### config.mk
export PLATFORM = sky130hd
export DESIGN_NAME = sda_rx
export DESIGN_NICKNAME = d
export VERILOG_FILES = /design/src/rtl/sda_rx.sv
export SDC_FILE = /design/constraint.sdc
export NUM_CORES = 1
export LEC_CHECK = 0
export BUFFER_PORTS_ARGS = -buffer_cell sky130_fd_sc_hd__buf_4
export CORE_UTILIZATION = 40
export DETAILED_ROUTE_END_ITERATION = 8
export PLACE_DENSITY_LB_ADDON = 0.2
export SLEW_MARGIN = 10
export SYNTH_ARGS = -nofsm -noshare
export SYNTH_HDL_FRONTEND = slang
export SYNTH_SLANG_ARGS = --single-unit
### constraint.sdc
create_clock -name clk -period 2.5 [get_ports clk]
set_input_delay 0.5 -clock clk [delete_from_list [all_inputs] [get_ports clk]]
set_output_delay 0.5 -clock clk [all_outputs]
set_load 0.02 [all_outputs]
### src/rtl/sda_rx.sv
// sda_rx: single-wire SDA bus receiver with LC-3 style status/data registers.
// Frames are start bit, 8 data bits LSB first, stop bit; idle line is high.
// Optional feature macro: SDA_RX_GLITCH_FILTER_EN adds a 3-sample majority
// filter behind the synchronizer (edge-to-START latency grows from 3 to 5).

module sda_rx #(
    parameter int unsigned CLKS_PER_BIT = 1000
) (
    input  logic        clk,
    input  logic        rst,
    input  logic        SDA_BUS,
    input  logic [15:0] MDR,
    input  logic        LD_SDARSR,
    input  logic        RD_SDARDR,
    output logic [15:0] SDARSR,
    output logic [15:0] SDARDR,
    output logic        INT
);

    localparam logic [15:0] HalfLoad = 16'(CLKS_PER_BIT / 2 - 1);
    localparam logic [15:0] FullLoad = 16'(CLKS_PER_BIT - 1);

    typedef enum logic [1:0] {StIdle, StStart, StData, StStop} state_e;

    state_e      state_q, state_d;
    logic [15:0] cnt_q, cnt_d;
    logic [2:0]  idx_q, idx_d;
    logic [7:0]  shift_q, shift_d;
    logic [7:0]  data_q, data_d;
    logic        ready_q, ready_d;
    logic        ie_q, ie_d;
    logic        ovr_q, ovr_d;
    logic        fe_q, fe_d;

    logic sync1_q, sync2_q, prev_q;
    logic line;
    logic complete;

    // Only IE and the overrun clear bit of MDR are meaningful here.
    logic unused_mdr;
    assign unused_mdr = ^{MDR[15], MDR[12:0]};

    // Two-flop synchronizer plus previous-line register for edge detection.
    always_ff @(posedge clk) begin
        if (rst) begin
            sync1_q <= 1'b1;
            sync2_q <= 1'b1;
            prev_q  <= 1'b1;
        end else begin
            sync1_q <= SDA_BUS;
            sync2_q <= sync1_q;
            prev_q  <= line;
        end
    end

`ifdef SDA_RX_GLITCH_FILTER_EN
    logic [1:0] hist_q;
    logic       line_q;

    // Majority of the last three synchronized samples, registered.
    always_ff @(posedge clk) begin
        if (rst) begin
            hist_q <= 2'b11;
            line_q <= 1'b1;
        end else begin
            hist_q <= {hist_q[0], sync2_q};
            line_q <= (sync2_q & hist_q[0]) | (sync2_q & hist_q[1]) | (hist_q[0] & hist_q[1]);
        end
    end

    assign line = line_q;
`else
    assign line = sync2_q;
`endif

    // Next-state logic for the framing FSM and the status/data registers.
    always_comb begin
        state_d  = state_q;
        cnt_d    = cnt_q;
        idx_d    = idx_q;
        shift_d  = shift_q;
        data_d   = data_q;
        ready_d  = ready_q;
        ie_d     = ie_q;
        ovr_d    = ovr_q;
        fe_d     = fe_q;
        complete = 1'b0;

        unique case (state_q)
            StIdle: begin
                if (prev_q && !line) begin
                    state_d = StStart;
                    cnt_d   = HalfLoad;
                end
            end
            StStart: begin
                if (cnt_q == 16'd0) begin
                    if (!line) begin
                        state_d = StData;
                        cnt_d   = FullLoad;
                        idx_d   = 3'd0;
                    end else begin
                        // False start: glitch shorter than half a bit.
                        state_d = StIdle;
                    end
                end else begin
                    cnt_d = cnt_q - 16'd1;
                end
            end
            StData: begin
                if (cnt_q == 16'd0) begin
                    shift_d[idx_q] = line;
                    cnt_d          = FullLoad;
                    if (idx_q == 3'd7) begin
                        state_d = StStop;
                    end else begin
                        idx_d = idx_q + 3'd1;
                    end
                end else begin
                    cnt_d = cnt_q - 16'd1;
                end
            end
            StStop: begin
                if (cnt_q == 16'd0) begin
                    state_d  = StIdle;
                    complete = 1'b1;
                end else begin
                    cnt_d = cnt_q - 16'd1;
                end
            end
            default: state_d = StIdle;
        endcase

        if (RD_SDARDR) begin
            ready_d = 1'b0;
        end

        if (LD_SDARSR) begin
            ie_d = MDR[14];
            if (MDR[13]) begin
                ovr_d = 1'b0;
            end
        end

        // Completion overrides a same-cycle read clear and a same-cycle W1C.
        if (complete) begin
            if (!ready_q || RD_SDARDR) begin
                data_d  = shift_q;
                ready_d = 1'b1;
                fe_d    = !line;
            end else begin
                ovr_d = 1'b1;
            end
        end
    end

    // State register for FSM, datapath and status bits.
    always_ff @(posedge clk) begin
        if (rst) begin
            state_q <= StIdle;
            cnt_q   <= 16'd0;
            idx_q   <= 3'd0;
            shift_q <= 8'd0;
            data_q  <= 8'd0;
            ready_q <= 1'b0;
            ie_q    <= 1'b0;
            ovr_q   <= 1'b0;
            fe_q    <= 1'b0;
        end else begin
            state_q <= state_d;
            cnt_q   <= cnt_d;
            idx_q   <= idx_d;
            shift_q <= shift_d;
            data_q  <= data_d;
            ready_q <= ready_d;
            ie_q    <= ie_d;
            ovr_q   <= ovr_d;
            fe_q    <= fe_d;
        end
    end

    assign SDARSR = {ready_q, ie_q, ovr_q, fe_q, 11'd0, state_q != StIdle};
    assign SDARDR = {8'd0, data_q};
    assign INT    = ready_q & ie_q;

endmodule
# --- Word level (Yosys, flattened, before mapping) ---
# Index checks and enable logic that the tools add are counted.
word_totals:
  elab_cells: 74
  input_bits: 21
  out_inout_bits: 33
  register_bits: 44
classes:
  n_reduce_logical: 14
  bitwise: 1
  n_addsub: 2
  eq_ne: 13
  muxes: 30
  magnitude_cmp: 2
ops:
  columns: ["operator", "n"]
  rows:
  - ["two-way mux 16 bit", 5]
  - ["case mux 16 bit (4 select lines)", 1]
  - ["logical NOT 16 bit", 1]
  - ["inequality test 2 bit (second input constant)", 8]
  - ["subtractor 16 x 1 -> 16 bit (second input constant)", 1]
  - ["two-way mux 2 bit", 6]
  - ["two-way mux 3 bit", 4]
  - ["two-way mux 1 bit", 10]
  - ["AND reduction 5 bit", 2]
  - ["bitwise mux 8 bit", 1]
  - ["case mux 2 bit (4 select lines)", 1]
  - ["case mux 3 bit (2 select lines)", 1]
  - ["equality test 2 bit (second input constant)", 2]
  - ["< comparator 3 x 4 -> 1 bit (second input constant)", 1]
  - ["AND reduction 2 bit", 2]
  - ["nonzero test 2 bit", 2]
  - ["adder 3 x 1 -> 3 bit (second input constant)", 1]
  - ["demux 1 bit (select 3 bit)", 1]
  - ["equality test 3 bit (second input constant)", 1]
  - ["greater-or-equal comparator 3 x 1 -> 1 bit (second input constant)", 1]
  - ["inequality test 3 bit (second input constant)", 1]
  - ["AND reduction 3 bit", 1]
  - ["equality test 2 x 1 -> 1 bit (second input constant)", 1]
  - ["logical AND 1 bit", 2]
  - ["4 further kinds", 5]

# --- Depth between registers and ports, before layout ---
logic_depth:
  word_depth: 5
  mapped_depth: 9
  depth_no_buf: 7

# --- Worst setup path before layout ---
# Ideal clock, no wire load.
synth_path:
  path_kind: "register -> register"
  start: "reg cnt_q[2]"
  end: "reg idx_q[0]"
  setup_ns: 0.128
  path_buffers: 3
  synth_period_minus_slack_ns: 2.444
  required_time_ns: 2.372
  arrival_time_ns: 2.316
  stages_incl_launch_ff: 9
  setup_slack_ns: 0.056
  path_cell_list: "dfxtp_1 > buf_6 > or4_4 > buf_6 > or4_4 > buf_6 > a2111oi_4 > mux2i_1 > nor2_1"
synth_between:
  elab_chain_len: 3
  elab_cells_between_ends: 4
  classes_between: "eq/ne: 2; reduce/logical: 2"
synth_lines:
  columns: ["element", "line_no", "rtl"]
  rows:
  - ["start, declared", "26", "logic [15:0] cnt_q, cnt_d;"]
  - ["start signal, assigned", "171", "cnt_q <= cnt_d;"]
  - ["logical NOT 16 bit (*)", "97, 111", null]
  - ["inequality test 2 bit (no source line)", null, null]
  - ["AND reduction 5 bit (no source line) (*)", null, null]
  - ["end signal, assigned", "172", "idx_q <= idx_d;"]
  - ["end, declared", "27", "logic [2:0] idx_q, idx_d;"]
# Mark *: on every way between the ends. The rest lies on a longest branch, timed or not.
# A chain may end at the register's enable or synchronous reset.

# --- Worst setup path after layout ---
layout_path:
  start: "reg cnt_q[0]"
  end: "reg cnt_q[0]"
layout_between:
  elab_chain_len: 3
  elab_cells_between_ends: 9
  classes_between: "add/sub: 1; eq/ne: 2; mux: 4; reduce/logical: 2"
layout_lines:
  columns: ["element", "line_no", "rtl"]
  rows:
  - ["subtractor 16 x 1 -> 16 bit or logical NOT 16 bit (tied branches)", null, null]
  - ["two-way mux 16 bit (tied with other cells)", "124", "if (cnt_q == 16'd0) begin"]
  - ["case mux 16 bit (4 select lines) or AND reduction 3 bit (tied branches)", null, null]
# Several ways; a longest one is shown, not always the timed one. The select of a mux whose other input is x is not followed.

==> results.yml <==
timing:
  worst_pin_slew_ns: 0.700
  finalCritPeriodShare_pct: 95.0
  timing.final.crit_period_ns: 2.37
  fmax_ghz: 0.421
  hold_viol_final: 0
  slew_viol_final: 0
  layout_setup_ws_ns: 0.126
  grt_setup_unrepaired: "no"
  finalSetupTns_ns: 0
  finClkSkew_ns: 0.00804
  setup_viol: 0
  max_slew_margin_pct: 52.2
routing:
  drtIter0Drc: 95
  vias_per_cell: 5.02
  num_vias: 1868
  first_pass_iters: 4
  routed_wl_um: 4660
  ant_nets: 0
  wl_per_cell_um: 12.5
  drc: 0
floorplan:
  io_pins: 54
  die-height_um: 79.6
  coreArea_um2: 5640
  row_count: 27
  dieArea_um2: 6340
  die_w_um: 79.6
  start_util_pct: 42.7
logic_synthesis:
  synth.avg_cell_area_um2: 8.61
  yosys.cell_types.count: 45
  synth_xor_area_share_pct: 3.27
  synth_top_family_by_area: "simple AND/OR/NAND/NOR gates"
  synthSimpleGateAreaFrac_pct: 22.3
  synth.area.mux_share_pct: 7.89
  synthAdderAreaFrac_pct: 4.67
  syn_area_um2: 2410
  synthArstFlopShare_pct: 0
  synth_ff_type: "dfxtp_1"
  ys_warn_count: 0
  synth_edf_count: 0
  synth_compound_area_share_pct: 13.3
  ys_seq_elements: 44
  synth_cells: 280
  seq_area_frac_synth_pct: 36.6
clocking:
  cts_setup_buffers: 0
  h-tree-depth: 2
  clk_latency_ns: 0.31
  cts-root-buf: "clkbuf_8"
  path_clk_slew_ns: 0.09
  holdBufCountCts: 0
  clockBufferDepth: 2
  cts_tree: "yes"
  cts_resized: 0
  cts_inserted_buffers: 5
  cts.sinks: 44
layout:
  final_common_cell: "dfxtp_1"
  fillers: 576
  antennaDiodeCount: 0
  layout-drive-gt1-share_pct: 17.0
  multiInputGateArea_um2: 1320
  syn_to_final_growth_pct: 10.9
  fin_nets: 329
  regArea_um2: 881
  layout_common_cells: "44 x dfxtp_1, 38 x nor2_1, 32 x buf_4"
  stdcell_count: 372
  fin_util_pct: 47.4
global_route:
  first_global_vias: 1666
  grt_pass1_wl_um: 7850
  grt_max_degree: 38
  grt_util_all_layers_pct: 15.8
  overflow: 0
  antenna_found_initial: 0
critical_path:
  max_stage_delay_ns: 0.49
  arrival_ns: 2.60
  crit_path_start_kind: "register"
  cp_slowest_cell: "or4_4"
  r2r_cells: 7
  crit_type: "reg -> reg"
  crit_chain: "inv_1 > ha_1 > or3b_2 > or4_4 > o21a_1 > o21a_1 > a211oi_1"
  worstPathMaxFanout: 9
  reg2reg_slack_ns: 0.13
  worstPathRequired_ns: 2.72
  end_kind: "register"
  crit_path_frequent_cell: "o21a_1"
placed_design:
  port_buffers: 20
  place_hpwl_um: 3320
  dp_cells: 364
  gp_congestion: 0.802
  pre_cts_ws_ns: 0.0749
power_and_ir_drop:
  ir_drop_uv: 300
  p_leak_nw: 1.20
  power_mw: 2.12
  power_density_nw_per_um2: 795
hold_path:
  worstHoldPathCells: 2
  hp-class: "in -> reg"
outcome:
  status: "finished clean"
flow_run:
  maxCapViolations: 0
==> logic make-up after synthesis <==
logic type / after synthesis
adder cells (fa/ha/maj): 9
flip-flops: 44
other: 1
XOR/XNOR: 9
buffers and inverters: 46
AO/OA/AOI/OAI: 46
multiplexers: 19
AND/OR/NAND/NOR: 106
==> metrics by stage <==
step           cell area, µm²  hold WS (ns)
3_3_place_gp             2550         0.393
5_1_grt                  2670         0.368
2_1_floorplan            2480         0.389
6_report                 2670         0.370
4_1_cts                  2670         0.364
3_5_place_dp             2550         0.396
==> layer usage <==
layer  vias up  global-route usage (%)  share of wire (%)
met5         -                       0                  0
met4         0                    6.55                1.8
met3         8                    2.86                4.6
met2        51                    23.4                 43
met1       845                    22.3                 51
li1        964                       -                  -
==> state kept, by name, indices dropped and copies added, names as in the netlist, named ones only <==
| name | flops |
|---|---|
| cnt_q | 16 |
| data_q | 8 |
| fe_q | 1 |
| idx_q | 3 |
| ie_q | 1 |
| line | 1 |
| ovr_q | 1 |
| prev_q | 1 |
| ready_q | 1 |
| shift_q | 8 |
| state_q | 1 |
| sync1_q | 1 |
==> path summary, 6_finish.rpt <==
check | start | to
min reg2reg | sync1_q$_SDFF_PP1_ | line$_SDFF_PP1_
max | cnt_q[0]$_SDFFE_PP0P_ | cnt_q[0]$_SDFFE_PP0P_
min | SDA_BUS | sync1_q$_SDFF_PP1_
max reg2reg | cnt_q[0]$_SDFFE_PP0P_ | cnt_q[0]$_SDFFE_PP0P_
==> cell usage after synthesis (2+ instances only) <==
master / number / area share, %
or4_4: 2 / 0.93
nand2b_1: 5 / 1.3
o21ai_0: 4 / 0.83
and2_1: 4 / 1.0
a221oi_1: 2 / 0.73
or3_1: 2 / 0.52
buf_2: 2 / 0.42
o21a_1: 2 / 0.62
o22a_1: 2 / 0.73
o211ai_1: 5 / 1.6
nand4_1: 5 / 1.3
o21bai_1: 2 / 0.62
o211a_1: 2 / 0.83
xnor2_1: 2 / 0.73
nor2_1: 38 / 5.9
xor2_1: 7 / 2.5
nand3_1: 9 / 1.9
nor4_1: 4 / 1.0
nor3_1: 7 / 1.5
clkbuf_1: 10 / 1.6
buf_4: 23 / 7.2
ha_1: 9 / 4.7
a31oi_1: 2 / 0.52
nand2_1: 13 / 2.0
buf_6: 3 / 1.4
or4_1: 3 / 0.93
a21oi_1: 18 / 3.7
mux2i_1: 19 / 7.9
inv_1: 8 / 1.2
or2_2: 6 / 1.6
dfxtp_1: 44 / 37
nor2b_1: 3 / 0.78
==> report_power, final <==
group | total, mW | switching, mW | internal (mW) | leakage [nW]
combinational | 0.762 | 0.452 | 0.309 | 0.790
sequential | 0.800 | 0.0458 | 0.754 | 0.357
clock | 0.562 | 0.261 | 0.301 | 0.0548
==> cell type report <==
cell class / count / share of cell area, %
Clock buffer: 5 / 2.57
Inverter: 8 / 1.12
Sequential cell: 44 / 33.0
Multi-Input combinational cell: 208 / 49.3
Clock inverter: 3 / 1.73
Tap cell: 72 / 3.37
Timing Repair Buffer: 32 / 8.99
==> critical path: cells and delay by family (launching register included) <==
family / cells / cell delay [ns]
buffers and inverters: 1 / 0.10
adder cells (fa/ha/maj): 1 / 0.19
flip-flops: 1 / 0.34
AND/OR/NAND/NOR: 2 / 0.96
AO/OA/AOI/OAI: 3 / 0.70
(Power assumes the default switching activity.)
